[src/rtl/fence_ctrl.sv]
// fence_ctrl: FENCE / FENCE.TSO / FENCE.I sequencer for kakacpu.
// Drains in-flight memory ops, invalidates the I-cache and requests refetch.
module fence_ctrl #(
    parameter int OUTSTANDING_W = 4,
    parameter int HAS_ZIFENCEI  = 1
) (
    input  logic                     clk,
    input  logic                     rst,
    input  logic                     req_valid,
    output logic                     req_ready,
    input  logic [2:0]               funct3,
    input  logic [3:0]               pred,
    input  logic [3:0]               succ,
    input  logic                     mem_issue,
    input  logic                     mem_done,
    output logic [OUTSTANDING_W-1:0] outstanding,
    output logic                     stall,
    output logic                     icache_inval_req,
    input  logic                     icache_inval_ack,
    output logic                     flush,
    output logic                     done,
    output logic                     illegal
);

    localparam logic [1:0] S_IDLE  = 2'd0;
    localparam logic [1:0] S_DRAIN = 2'd1;
    localparam logic [1:0] S_INVAL = 2'd2;
    localparam logic [1:0] S_DONE  = 2'd3;

    localparam logic [OUTSTANDING_W-1:0] CNT_MAX  = '1;
    localparam logic [OUTSTANDING_W-1:0] CNT_ZERO = '0;
    localparam logic [OUTSTANDING_W-1:0] CNT_ONE  = CNT_ZERO + 1'b1;
    localparam bit                       FI_EN    = (HAS_ZIFENCEI != 0);

    logic [1:0]               state;
    logic [1:0]               state_nxt;
    logic                     is_fi;
    logic                     is_fi_nxt;
    logic                     illegal_q;
    logic                     illegal_nxt;
    logic [OUTSTANDING_W-1:0] cnt;

    logic is_fence;
    logic is_fencei;
    logic is_noop;
    logic cnt_zero;
    logic cnt_inc;
    logic cnt_dec;

    assign is_fence  = (funct3 == 3'b000);
    assign is_fencei = (funct3 == 3'b001) && FI_EN;
    assign is_noop   = (pred == 4'b0000) || (succ == 4'b0000);
    assign cnt_zero  = (cnt == CNT_ZERO);
    assign cnt_inc   = mem_issue && !mem_done && (cnt != CNT_MAX);
    assign cnt_dec   = mem_done && !mem_issue && !cnt_zero;

    // In-flight memory-op counter; saturating up, floored at zero
    always_ff @(posedge clk or negedge rst) begin
        if (!rst) begin
            cnt <= CNT_ZERO;
        end else if (cnt_inc) begin
            cnt <= cnt + CNT_ONE;
        end else if (cnt_dec) begin
            cnt <= cnt - CNT_ONE;
        end
    end

    // Next-state decode for the fence sequence
    always_comb begin
        state_nxt   = state;
        is_fi_nxt   = is_fi;
        illegal_nxt = 1'b0;
        unique case (state)
            S_IDLE: begin
                if (req_valid) begin
                    unique case (1'b1)
                        is_fence: begin
                            state_nxt = is_noop ? S_DONE : S_DRAIN;
                            is_fi_nxt = 1'b0;
                        end
                        is_fencei: begin
                            state_nxt = S_DRAIN;
                            is_fi_nxt = 1'b1;
                        end
                        default: begin
                            illegal_nxt = 1'b1;
                        end
                    endcase
                end
            end
            S_DRAIN: begin
                if (cnt_zero) begin
                    state_nxt = is_fi ? S_INVAL : S_DONE;
                end
            end
            S_INVAL: begin
                if (icache_inval_ack) begin
                    state_nxt = S_DONE;
                end
            end
            S_DONE: begin
                state_nxt = S_IDLE;
                is_fi_nxt = 1'b0;
            end
            default: begin
                state_nxt = S_IDLE;
                is_fi_nxt = 1'b0;
            end
        endcase
    end

    // State, FENCE.I flag and illegal pulse registers
    always_ff @(posedge clk or negedge rst) begin
        if (!rst) begin
            state     <= S_IDLE;
            is_fi     <= 1'b0;
            illegal_q <= 1'b0;
        end else begin
            state     <= state_nxt;
            is_fi     <= is_fi_nxt;
            illegal_q <= illegal_nxt;
        end
    end

    assign outstanding      = cnt;
    assign req_ready        = (state == S_IDLE);
    assign stall            = (state != S_IDLE);
    assign icache_inval_req = (state == S_INVAL);
    assign done             = (state == S_DONE);
    assign flush            = (state == S_DONE) && is_fi;
    assign illegal          = illegal_q;

endmodule

[config.mk]
export PLATFORM = sky130hd
export DESIGN_NAME = fence_ctrl
export DESIGN_NICKNAME = d
export VERILOG_FILES = /design/src/rtl/fence_ctrl.sv
export SDC_FILE = /design/constraint.sdc
export NUM_CORES = 1
export LEC_CHECK = 0
export BUFFER_PORTS_ARGS = -buffer_cell sky130_fd_sc_hd__buf_2
export CAP_MARGIN = 5
export CORE_MARGIN = 4
export CORE_UTILIZATION = 40
export CTS_CLUSTER_SIZE = 25
export DETAILED_ROUTE_END_ITERATION = 6
export HOLD_SLACK_MARGIN = 0.1
export PLACE_DENSITY = 0.79
export SYNTH_ARGS = -nofsm -noshare
export SYNTH_HDL_FRONTEND = slang
export SYNTH_SLANG_ARGS = --single-unit
[constraint.sdc]
create_clock -name clk -period 1.92 [get_ports clk]
set_input_delay 0.576 -clock clk [delete_from_list [all_inputs] [get_ports clk]]
set_output_delay 0.576 -clock clk [all_outputs]
set_load 0.005 [all_outputs]
==> results of run 1 <==
==> registers in the layout (all words and copies together), names as in the netlist <==
| register | count |
|---|---|
| is_fi | 1 |
| illegal | 1 |
| state | 2 |
| outstanding | 4 |
==> synthesized netlist by cell type <==
library cell  instances
o41a_1                1
nand2_1               2
xor2_1                2
and2_1                1
a31oi_1               1
nor2_1                4
xnor2_1               1
a21oi_1               2
nand3b_1              1
nand4_1               1
inv_1                 4
a221oi_4              1
nor4_1                3
clkinvlp_4            1
a21o_1                1
o21bai_1              1
ha_1                  7
or3b_1                1
dfrtp_1               8
a22oi_2               1
o21ai_1               1
mux2_1                3
nand2b_1              2
o21a_1                1
o211ai_1              1
fa_1                  1
a211oi_1              1
a2111oi_0             1
==> metrics by stage <==
step / hold WS, ns / total power (W)
global route: 0.148 / 0.00139
CTS: 0.146 / 0.00124
floorplan: 0.280 / 0.000804
global placement: 0.426 / 0.00108
finish: 0.147 / 0.00125
detailed placement: 0.429 / 0.00110
==> critical path, delay by kind of cell <==
kind | cells | cell delay [ns]
fa+ha+maj | 1 | 0.33
buf+inv | 1 | 0.10
simple gates | 1 | 0.22
xor+xnor | 1 | 0.14
compound gates | 3 | 0.63
==> per-layer routing <==
layer	part of all wire, %	up-vias
li1	-	275
met1	41	256
met2	49	21
met3	7.7	4
met4	2.4	0
met5	0	-
==> area by class of cell <==
| cell class | instances | area (µm²) | area share (%) |
|---|---|---|---|
| clock buffer | 3 | 22.5 | 2.74 |
| inverter | 5 | 22.5 | 2.74 |
| multi-input combinational | 42 | 377 | 45.7 |
| sequential | 8 | 200 | 24.3 |
| tap | 15 | 18.8 | 2.28 |
| timing repair buffer | 33 | 183 | 22.2 |
==> cells by family after synthesis <==
logic type,Yosys count
and+or+nand+nor,15
buffers and inverters,5
AOI/OAI and AO/OA,13
muxes,3
DFF,8
adders and majority gates,8
xor gates and xnor gates,3
==> where the power goes <==
group	leakage, nW	switching [W]	internal (W)
Sequential	0.0968	0.0000594	0.000254
Clock	0.0138	0.0000568	0.0000715
Combinational	0.294	0.000398	0.000410
==> layout by cell type, fill, tap and decap left out, types with 2 or more instances in the layout <==
cell / instances
buf_2: 26
dfrtp_1: 8
buf_4: 7
ha_1: 6
nor2_1: 4
inv_1: 3
nor4_1: 3
mux2_1: 3
clkbuf_4: 3
nand2_1: 2
nand2b_1: 2
a21oi_1: 2
xor2_1: 2
==> how the worst max path moves through the flow <==
stage	startpoint	end	slack, ns	depth (start not counted)
after floorplan	mem_done	outstanding[3]$_DFFE_PN0P_	-0.04	6
after global placement	mem_done	outstanding[3]$_DFFE_PN0P_	-0.16	7
after detailed placement	mem_done	outstanding[3]$_DFFE_PN0P_	-0.24	7
after CTS	mem_done	outstanding[3]$_DFFE_PN0P_	0.03	7
after global routing	outstanding[3]$_DFFE_PN0P_	outstanding[3]$_DFFE_PN0P_	0.02	7
final	mem_done	outstanding[3]$_DFFE_PN0P_	0.11	7
==> timing repair <==
action                     4_1_cts  5_1_grt
setup endpoints to repair        0        3
buffers inserted                 0        0
gates resized for setup          0        4
==> summary.md, run 1 <==
| Metric | Value |
|---|---|
| Status | `finished, final reports clean` |
| Largest net degree at the start of global routing | `9` |
| Worst IR Drop VDD | `0.656 mV` |
| Non-Filler Instances | `106` |
| Post-Route WL | `1.29 mm` |
| Crit Reg-Reg Endpoint | `outstanding[3]$_DFFE_PN0P_` |
| I/O pins | `27` |
| Met1 global-route usage | `16.2%` |
| R2R depth | `7` |
| First-pass GRT wire length | `roughly 2.2 mm` |
| Slew HR | `69.7%` |
| Die width | `approximately 46 µm` |
| Slowest stage cell, crit path | `ha_1` |
| Top-area cell type share of the netlist area | `33.9%` |
| Crit-path cells | `buf_2 -> nand3b_1 -> ha_1 -> a21o_1 -> a2111oi_2 -> o21bai_1 -> xor2_1` |
| Startpoint Class | `input pin` |
| RSZ-0062 raised after global routing | `false` |
| Post-Syn Area | `591 µm²` |
| Dpl cells | `103` |
| DR pass1 iterations | `4` |
| WP data arrival | `2.00 ns` |
| XOR/XNOR Fraction of Synth Area | `4.45%` |
| Wire per inst | `12.2 µm` |
| Skew final | `0.0147 ns` |
| Worst EP required | `2.11 ns` |
| Filler cell count | `~110` |
| Worst skew pair latency | `0.26 ns` |
| Antenna violations before repair | `0` |
| Setup CP Type | `in2reg` |
| Die Ht | `about 46 µm` |
| TritonCTS Buffers | `3` |
| Synthesis-to-finish area growth | `39.4%` |
| Hold buffer count at cts | `0` |
| Sink Count | `8` |
| Ant. Diodes | `0` |
| Number of nets in the layout | `118` |
| Clock transition at the registers of the reported paths | `0.06 ns` |
| Initial Util | `43.7%` |
| Core area | `1350 µm²` |
| Final ANT Viol Nets | `0` |
| Post-Place Cell Area | `792 µm²` |
| Via count | `556` |
| Gate Count Post-Synth | `55` |
| Synth Area in Adders | `18.2%` |
| GR Util met3 | `6.25%` |
| Global route overflow | `0` |
| Simple-gate share of the synthesized area | `14.0%` |
| CTS root buffer | `clkbuf_4` |
| Routed vias/inst | `5.25` |
| Final Hold Fails | `0` |
| IO Port Bufs | `26` |
| Leading post-synthesis cells by cell area | `dfrtp_1 34%, ha_1 15%, mux2_1 5.7%` |
| Htree depth | `1` |
| Tot GR Track Use | `roughly 15%` |
| Sequential area share after synthesis | `33.9%` |
| Vias in the first global route | `519` |
| Layout cell share with drive strength beyond 1 | `46.2%` |
| Clock Path Buffers | `2` |
| Drc violations | `0` |
| MaxCap Viol Count | `0` |
| Area leader, netlist | `dfrtp_1` |
| TNS Setup | `0 ns` |
| RR Startpoint | `outstanding[3]$_DFFE_PN0P_` |
| Period utilization | `94.4%` |
| Main combinational cell family by area after synthesis | `compound AO/OA/AOI/OAI gates` |
| Slew Limit Fails | `0` |
| R2r setup slk | `0.13 ns` |
| # rows | `13` |
| Grt peak-use layer | `met2` |
| Compound-Gate Fraction of Synth Area | `19.9%` |
| Syn Area/Cell | `10.7 µm²` |
| Hpwl dp | `1.11 mm` |
| Met2 usage | `24.5%` |
| FF+latch count, synth | `8` |
| Net count after synthesis | `80` |
| Critical Path Sink Type | `flop` |
| Mux cell area share after synthesis | `5.72%` |
| Crit path max fanout | `4` |
| Worst Hold Class | `in2async` |
| Initial DRC Count | `2` |
| Leak Pwr | `about 0.40 nW` |
| Fmax | `551 MHz` |
| Minimum clock period | `1.81 ns` |
| Final setup viols | `0` |
| Placer Congestion | `between 0.7 and 0.8` |
| Fin worst setup slack | `0.107 ns` |
| Post-Layout Inst Area | `a little over 800 µm²` |
| Slowest stage delay, CP | `0.33 ns` |
| CTS tree | `built` |
| Worst Tran Pin Value | `0.451 ns` |
| Power Dens Cells | `1520 nW/µm²` |
| Finished Core Util | `between 60% and 70%` |
| Ys Warns | `0` |
| Die area | `roughly 2200 µm²` |
| Pre-CTS setup slack | `-0.240 ns` |
| Library cells used by synthesis | `28` |
(Power assumes the default switching activity.)
==> run 2: changes to the inputs <==
CELL_PAD_IN_SITES_DETAIL_PLACEMENT = 2   (was unset)
CELL_PAD_IN_SITES_GLOBAL_PLACEMENT = 2   (was unset)
CORE_ASPECT_RATIO = 0.6   (was unset)
CORE_UTILIZATION = 23   (was 40)
PLACE_DENSITY = 0.77   (was 0.79)
==> run 2 against run 1 <==
Compared with the run above:
- die area grew 61%
- the flow now finishes with violations (setup timing)
- first-iteration DRC count grew to 9.0 times the previous value
- register-to-register slack lost 0.15 ns
- sequential power grew 4%
- largest power group unchanged
- critical endpoint unchanged
- final area grew 10%
- critical path depth is the same
- wire length grew 81%
- fmax shrank 7.1%
==> summary.md, run 2 (synthesis results as in run 1) <==
| Metric | Value |
|---|---|
| MaxCap Viol Count | `0` |
| Comb pwr share | `66.0%` |
| RSZ-0062 raised after global routing | `true` |
| Tot GR Track Use | `about 14%` |
| Antenna violations before repair | `0` |
| Clk pwr share | `13.1%` |
| Slew HR | `between 70% and 80%` |
| I/O pins | `27` |
| Post-Route WL | `around 2.3 mm` |
| Ant. Diodes | `0` |
| Die area | `3470 µm²` |
| Clock Path Buffers | `2` |
| Clock transition at the registers of the reported paths | `roughly 0.04 ns` |
| Power Dens Cells | `1700 nW/µm²` |
| Number of nets in the layout | `121` |
| Final ANT Viol Nets | `0` |
| Critical Path Sink Type | `flop` |
| Initial Util | `25.8%` |
| Startpoint Class | `input pin` |
| Skew final | `0.00118 ns` |
| Via count | `585` |
| Crit path max fanout | `4` |
| IO Port Bufs | `26` |
| Routed vias/inst | `around 4.7` |
| Initial DRC Count | `18` |
| Slew Limit Fails | `0` |
| Fin worst setup slack | `-0.0318 ns` |
| Worst IR Drop VDD | `about 0.38 mV` |
| WP data arrival | `2.10 ns` |
| Net switching power | `0.000664 W` |
| Drc violations | `0` |
| Synthesis-to-finish area growth | `54.0%` |
| DR pass1 iterations | `4` |
| Layout cell share with drive strength beyond 1 | `51.1%` |
| Pint | `0.000885 W` |
| Core area | `2290 µm²` |
| Htree depth | `1` |
| Global route overflow | `0` |
| Sequential share of power | `21.0%` |
| CTS tree | `built` |
| CTS root buffer | `clkbuf_8` |
| Largest net degree at the start of global routing | `9` |
| Worst skew pair latency | `about 0.22 ns` |
| Setup CP Type | `in2reg` |
| Vias in the first global route | `688` |
| Leak Pwr | `0.438 nW` |
| Period utilization | `102%` |
| # rows | `13` |
| Die width | `73.4 µm` |
| Sink Count | `8` |
| Post-Place Cell Area | `811 µm²` |
| TritonCTS Buffers | `3` |
| Final Hold Fails | `0` |
| TNS Setup | `-0.0318 ns` |
| Net Sw Frac | `42.8%` |
| Minimum clock period | `1.95 ns` |
| Worst EP required | `2.06 ns` |
| Post-Layout Inst Area | `a little over 900 µm²` |
| Worst Hold Class | `in2async` |
| Worst Tran Pin Value | `roughly 0.41 ns` |
| Number of flip-flops in the largest register | `4` |
| Final setup viols | `1` |
| Placer Congestion | `0.756` |
| Hpwl dp | `1.72 mm` |
| Most common cell after layout, fill and taps aside | `buf_2` |
| Hold buffer count at cts | `0` |
| Failing checks | `setup timing` |
| Die Ht | `47.3 µm` |
| Status | `complete, but fails checks` |
| Wire per inst | `18.9 µm` |
| Most frequent cells in the layout | `26 x buf_2, 10 x buf_4, 8 x dfrtp_1` |
| First-pass GRT wire length | `~3.5 mm` |
| Fmax | `512 MHz` |
## run 2: final timing paths
kind,start,to,slack (ns),cells past startpoint
worst max-delay path,mem_done,outstanding[3]$_DFFE_PN0P_,-0.03,7
worst min-delay path,rst,state[1]$_DFFE_PN0P_,0.20,1
worst max register to register,outstanding[1]$_DFFE_PN0P_,outstanding[3]$_DFFE_PN0P_,-0.02,7
worst min register to register,is_fi$_DFFE_PN0P_,is_fi$_DFFE_PN0P_,0.54,1
max in group asynchronous,rst,outstanding[1]$_DFFE_PN0P_,1.54,1
min in group clk,is_fi$_DFFE_PN0P_,is_fi$_DFFE_PN0P_,0.54,1
## run 2: layout make-up
cell class	instances	area, µm²
Tap cell	30	37.5
Timing Repair Buffer	36	205
Clock buffer	3	41.3
Fill cell	255	1380
Multi-Input combinational cell	42	403
Inverter	5	22.5
Sequential cell	8	200
## run 2: what timing repair did
action | 4_1_cts | 5_1_grt
resized for setup | 3 | 5
pin swaps | 1 | 5
hold endpoints to repair | 0 | 0
setup endpoints to repair | 2 | 4
buffers inserted | 2 | 2
## run 2: critical path: stages
cell	delay (ns)
buf_2	0.11
nand3b_1	0.23
ha_1	0.34
a21o_1	0.19
a2111oi_2	0.31
o21bai_2	0.18
xor2_1	0.16
## run 2: metrics by stage
step	total power, W	hold slack [ns]	utilization (%)	setup WS, ns	instances
floorplan	0.000804	0.280	-	-0.0446	55
global placement	0.00112	0.430	35.4	-0.174	118
detailed placement	0.00117	0.439	35.4	-0.350	118
CTS	0.00141	0.199	38.2	-0.00207	123
global route	0.00166	0.200	39.7	-0.142	124
finish	0.00155	0.197	39.7	-0.0318	124
## run 2: power by group through the flow
stage	Sequential (W)	Combinational, W	Clock, W
floorplan	0.000352	0.000452	0
global placement	0.000313	0.000805	0
detailed placement	0.000321	0.000845	0
CTS	0.000325	0.000880	0.000208
global route	0.000336	0.00110	0.000224
finish	0.000325	0.00102	0.000202
## run 2: per-layer routing
layer  vias to the layer above  global-route usage [%]  share of wire, %
met5                         -                       0                 0
met3                         0                    5.13               1.6
li1                        281                       -                 -
met4                         0                    3.97                 0
met2                         3                    25.6                54
met1                       301                    16.6                44
